**config.mk**
```make
export PLATFORM = sky130hd
export DESIGN_NAME = fetch_unit
export DESIGN_NICKNAME = d
export VERILOG_FILES = /design/src/rtl/fetch_unit_pkg.sv /design/src/rtl/fetch_queue.sv /design/src/rtl/fetch_unit.sv
export SDC_FILE = /design/constraint.sdc
export NUM_CORES = 1
export LEC_CHECK = 0
export CORE_ASPECT_RATIO = 1.75
export CORE_UTILIZATION = 45
export CTS_CLUSTER_SIZE = 16
export DETAILED_ROUTE_END_ITERATION = 10
export GPL_TIMING_DRIVEN = 0
export PLACE_DENSITY_LB_ADDON = 0.3
export SETUP_SLACK_MARGIN = 0.02
export SLEW_MARGIN = 20
export SYNTH_ARGS = -nofsm -noshare
export SYNTH_HDL_FRONTEND = slang
export SYNTH_SLANG_ARGS = --single-unit
```
**constraint.sdc**
```tcl
create_clock -name clock -period 5.2 [get_ports clock]
set_input_delay 0.78 -clock clock [delete_from_list [all_inputs] [get_ports clock]]
set_output_delay 0.78 -clock clock [all_outputs]
set_load 0.05 [all_outputs]
```
**src/rtl/fetch_unit_pkg.sv**
```systemverilog
// Shared types and constants for the instruction fetch stage.
package fetch_unit_pkg;

  localparam logic [31:0] NOP_INSTR        = 32'd0;
  localparam logic [31:0] RESET_PC_DEFAULT = 32'd0;

  typedef struct packed {
    logic [31:0] ir;
    logic [31:0] pc_plus_one;
  } queueEntry_t;

endpackage

```
**src/rtl/fetch_queue.sv**
```systemverilog
// Circular instruction FIFO; flush wins over push and pop.
module fetch_queue
  import fetch_unit_pkg::*;
#(
  parameter int unsigned QUEUE_DEPTH = 2
) (
  input  logic                           clock,
  input  logic                           reset,
  input  logic                           push,
  input  queueEntry_t                    pushData,
  input  logic                           pop,
  input  logic                           flush,
  output queueEntry_t                    headData,
  output logic [$clog2(QUEUE_DEPTH):0]   count,
  output logic                           empty,
  output logic                           full
);

  localparam int unsigned PtrW = $clog2(QUEUE_DEPTH);
  localparam int unsigned CntW = PtrW + 1;

  queueEntry_t         entries [QUEUE_DEPTH];
  logic [PtrW-1:0]     headQ, tailQ;
  logic [CntW-1:0]     countQ;
  logic                doPush, doPop;

  assign empty    = (countQ == '0);
  assign full     = (countQ == CntW'(QUEUE_DEPTH));
  assign count    = countQ;
  assign headData = entries[headQ];

  // A push into a full queue is only accepted when the head leaves the same cycle.
  assign doPush = push && !flush && (!full || pop);
  assign doPop  = pop && !flush && !empty;

  always_ff @(posedge clock or posedge reset) begin
    if (reset) begin
      headQ  <= '0;
      tailQ  <= '0;
      countQ <= '0;
    end else if (flush) begin
      headQ  <= '0;
      tailQ  <= '0;
      countQ <= '0;
    end else begin
      if (doPush) tailQ <= tailQ + PtrW'(1);
      if (doPop)  headQ <= headQ + PtrW'(1);
      unique case ({doPush, doPop})
        2'b10:   countQ <= countQ + CntW'(1);
        2'b01:   countQ <= countQ - CntW'(1);
        default: countQ <= countQ;
      endcase
    end
  end

  always_ff @(posedge clock) begin
    if (doPush) entries[tailQ] <= pushData;
  end

endmodule

```
**src/rtl/fetch_unit.sv**
```systemverilog
// Fetch stage: owns the PC, issues imem reads under a queue credit and
// applies execute redirects by flushing wrong-path work.
module fetch_unit
  import fetch_unit_pkg::*;
#(
  parameter int unsigned QUEUE_DEPTH = 2,
  parameter logic [31:0] RESET_PC    = RESET_PC_DEFAULT
) (
  input  logic        clock,
  input  logic        reset,
  output logic [31:0] address_imem,
  input  logic [31:0] q_imem,
  input  logic        redirect_valid,
  input  logic [31:0] redirect_pc,
  input  logic        stall,
  output logic [31:0] decode_ir,
  output logic [31:0] decode_pc,
  output logic        decode_valid
);

  localparam int unsigned CountW = $clog2(QUEUE_DEPTH) + 1;
  localparam int unsigned CredW  = CountW + 1;

  logic [31:0]       pc_q, pcD;
  logic [31:0]       inflight_pc_q, inflightPcD;
  logic              inflight_q, inflightD;
  logic              kill_q, killD;

  logic [CountW-1:0] count;
  logic              empty, full;
  logic              pop, issue, capture;
  queueEntry_t       head, pushData;

  fetch_queue #(
    .QUEUE_DEPTH(QUEUE_DEPTH)
  ) u_queue (
    .clock   (clock),
    .reset   (reset),
    .push    (capture),
    .pushData(pushData),
    .pop     (pop),
    .flush   (redirect_valid),
    .headData(head),
    .count   (count),
    .empty   (empty),
    .full    (full)
  );

  always_comb begin
    pop      = !empty && !stall && !redirect_valid;
    // count + inflight - pop < depth, rearranged to avoid underflow
    issue    = !redirect_valid &&
               ((CredW'(count) + CredW'(inflight_q)) < (CredW'(QUEUE_DEPTH) + CredW'(pop)));
    capture  = inflight_q && !kill_q && !redirect_valid;
    pushData = '{ir: q_imem, pc_plus_one: inflight_pc_q + 32'd1};

    pcD         = pc_q;
    inflightD   = 1'b0;
    inflightPcD = inflight_pc_q;
    killD       = 1'b0;
    if (redirect_valid) begin
      pcD   = redirect_pc;
      killD = inflight_q;
    end else if (issue) begin
      pcD         = pc_q + 32'd1;
      inflightD   = 1'b1;
      inflightPcD = pc_q;
    end
  end

  always_ff @(posedge clock or posedge reset) begin
    if (reset) begin
      pc_q          <= RESET_PC;
      inflight_pc_q <= RESET_PC;
      inflight_q    <= 1'b0;
      kill_q        <= 1'b0;
    end else begin
      pc_q          <= pcD;
      inflight_pc_q <= inflightPcD;
      inflight_q    <= inflightD;
      kill_q        <= killD;
    end
  end

  always_comb begin
    address_imem = pc_q;
    decode_valid = !empty;
    decode_ir    = empty ? NOP_INSTR : head.ir;
    decode_pc    = empty ? 32'd0 : head.pc_plus_one;
  end

  queueNoOverflow: assert property (@(posedge clock) disable iff (reset)
    !(capture && full && !pop));

endmodule

```
==> flow_summary.yaml <==
outcome:
  status: "completed"
synth:
  synth_top_cell_area_share: 0.4345
  yosys.area_share.simple: 0.1389
  synth_area_um2: 8846
  synth_top_family_by_area: "simple AND/OR/NAND/NOR gates"
  synth.largest_area_cell: "edfxtp_1"
  syn_nets: 758
  ys_warn_count: 0
  synth_xor_area_frac: 0.05545
  ys_async_sr_fraction: 0.3535
  synth_compound_area_frac: 0.03366
  synthCells: 686
  synth_seq_cells: 198
  postSynthAreaPerCell_um2: 12.90
  ys_types: 51
  synthAdderAreaFrac: 0.005658
  synthMuxAreaShare: 0.1143
  synth_area_leaders: "edfxtp_1 (43%), dfrtp_1 (20%), mux2i_1 (7.4%)"
  synth_edf_count: 128
  synth_top_flop_cell: "edfxtp_1"
  yosysSeqAreaShare: 0.6325
routing:
  route.detailed.drc: 0
  drtIter0Drc: 255
  dr_total_vias: 5898
  first_pass_iters: 4
  wl_um: 18890
  route.antenna.remaining_nets: 0
  drt-wirelength-per-cell_um: 16.74
  viasPerCell: 5.229
place:
  place_congestion: 0.9183
  dp_hpwl_um: 14230
  numPortBuffers: 164
  placed_cell_area_um2: 10910
  placed_cells: 1096
critical_path:
  timing.critical_path.buf_inv: 3
  worstSetupEndpointType: "primary output"
  timing.critical_path.mode_cell: "nor2_1"
  startpoint_type: "register"
  cpPeakStageDelay_ns: 0.72
  worstRegToRegCells: 8
  r2r_start: "inflight_q"
  cp_data_arrival_time_ns: 3.30
  rr_endpoint: "address_imem[30]"
  path_cells: "nor2_1 -> clkbuf_1 -> buf_1 -> nor2_1 -> clkdlybuf4s50_1"
  cp_data_required_time_ns: 4.42
  r2r_setup_slack_ns: 2.55
  crit_family: "buffers and inverters"
  path_class: "reg2out"
  slowest_stage: "clkdlybuf4s50_1"
  cp_max_fo: 10
timing:
  fmax_ghz: 0.2448
  hold_violations: 0
  period_minus_slack_ns: 4.085
  grt_setup_unrepaired: "false"
  fin_skew_ns: 0.01786
  worstMarginPinSlew_ns: 0.8547
  fin_crit_sh: 0.7856
  setup_viol: 0
  relSlewSlack: 0.4254
  drv_slew: 0
layout:
  syn_to_final_growth_pct: 29.89
  final_cells: 1128
  fin_util: 0.5985
  postLayoutCellArea_um2: 11490
  nNetsFinal: 946
  diodes: 0
  layout-drive-gt1-share: 0.1003
  mostFrequentLayoutCells: "clkdlybuf4s50_1 (164), edfxtp_1 (128), nor2_1 (86)"
  mostFrequentLayoutCell: "clkdlybuf4s50_1"
power:
  seqPwrFrac: 0.478
  p_int_w: 0.002851
  p_leak_nw: 4.010
  p_per_area_nw_per_um2: 359.4
  p_clk_frac: 0.309
  power_switching_w: 0.001278
  peakVddDrop_mv: 0.2062
  combPwrFrac: 0.213
  swShare: 0.3095
hold_path:
  whs_path_depth: 1
  hold_path.class: "reg2reg"
  min_from: "inflight_q"
  hold_end: "kill_q"
clock_tree:
  cts_setup_buffers: 0
  cts_buffers: 17
  path_clk_slew_ns: 0.08
  clk_root_buffer_cell: "clkbuf_16"
  ctsHtreeMaxLevel: 4
  cts_resized: 0
  cts_tree: "built"
  ctsHoldBuffers: 0
  clkLatencyLatePin_ns: 0.44
  cts.sinks: 198
  cts_max_path_buffers: 2
global_routing:
  grt.total_usage: 0.1975
  grt_start_max_net_pins: 40
  grt_pass1_vias: 5934
  grt_first_pass_wirelength_um: 30220
  grt_antenna_before_repair: 0
  overflow: 0
floorplan:
  ios: 165
  fp.dieH_um: 187.5
  die_area_um2: 20240
  core_area_um2: 19200
  start_util: 0.4608
  core.rowCount: 67
  fp.dieW_um: 108.0
flow_run:
  cap_violations: 0
synthesized netlist by cell type, drive strengths merged (2+ instances only):
cell    number
a21oi        4
a31oi        5
and2         6
and3         9
and4         5
buf         15
clkbuf      16
dfrtp       70
edfxtp     128
ha           4
inv          9
mux2        32
mux2i       65
nand2       51
nand3       23
nand4       30
nand4b       6
nor2        89
nor2b        2
nor3         5
nor4         5
nor4b        2
o21ai       32
or3          4
or4          2
xnor2       27
xor2        29
routing by layer:
metal  part of all wire  vias up  global-route usage
met3              0.041       38             0.03310
met4              0.034        0              0.1012
li1                   -     2882                   -
met2               0.56      154              0.3589
met1               0.37     2824              0.2148
met5                  0        -                   0
sequential cells by signal (all words and copies together) (netlist names):
| register | cells |
|---|---|
| u_queue.entries | 128 |
| address_imem | 32 |
| inflight_pc_q | 32 |
| u_queue.count | 2 |
| inflight_q | 1 |
| kill_q | 1 |
| u_queue.headQ | 1 |
| u_queue.tailQ | 1 |
area by class of cell:
type                            instances  area [um2]
Inverter                               10       40.04
Clock buffer                           18       450.4
Buffer                                 31       135.1
Sequential cell                       198        5595
Multi-Input combinational cell        447        3093
Fill cell                            1590        7707
Timing Repair Buffer                  169        1742
Clock inverter                         14       132.6
Tap cell                              241       301.5
stage by stage:
step	setup TNS [ns]	hold WS (ns)	setup WS [ns]	total power, W
floorplan	0	0.4788	0.7708	0.002564
global placement	-180.78	0.4947	-1.416	0.002870
detailed placement	0	0.5217	1.491	0.002895
CTS	0	0.5428	1.002	0.004171
global route	0	0.5533	0.8173	0.004311
finish	0	0.5363	1.115	0.004130
power groups by stage:
stage	logic, W	registers [W]	clock network (W)
after floorplan	0.000500	0.00206	0
after detailed placement	0.000890	0.00200	0
after global placement	0.000864	0.00201	0
after CTS	0.000892	0.00197	0.00131
final	0.000881	0.00197	0.00128
after global routing	0.000944	0.00199	0.00137
worst reg2reg max path: cells and delay by family (launching register included):
kind	cells	cell delay [ns]
DFF	1	0.40
buffers and inverters	1	0.31
and+or+nand+nor	5	1.49
adders and majority gates	2	0.40
kinds of logic after synthesis:
group	count (synthesis)
AO/OA/AOI/OAI	49
adder cells (fa/ha/maj)	4
XOR/XNOR	56
buffers and inverters	41
AND/OR/NAND/NOR	241
flip-flops	198
multiplexers	97
how the worst max path moves through the flow:
stage / startpoint / to / slack, ns / depth (start not counted)
2_1_floorplan: redirect_valid / u_queue.entries[0][0] / 0.77 / 4
6_report: u_queue.count[1] / decode_ir[27] / 1.12 / 5
3_3_place_gp: redirect_valid / u_queue.entries[1][61] / -1.42 / 5
5_1_grt: u_queue.count[1] / decode_ir[27] / 0.82 / 5
3_5_place_dp: u_queue.count[1] / decode_ir[27] / 1.49 / 5
4_1_cts: u_queue.count[1] / decode_ir[27] / 1.00 / 5
No activity file was read; power rests on OpenSTA's default activity.
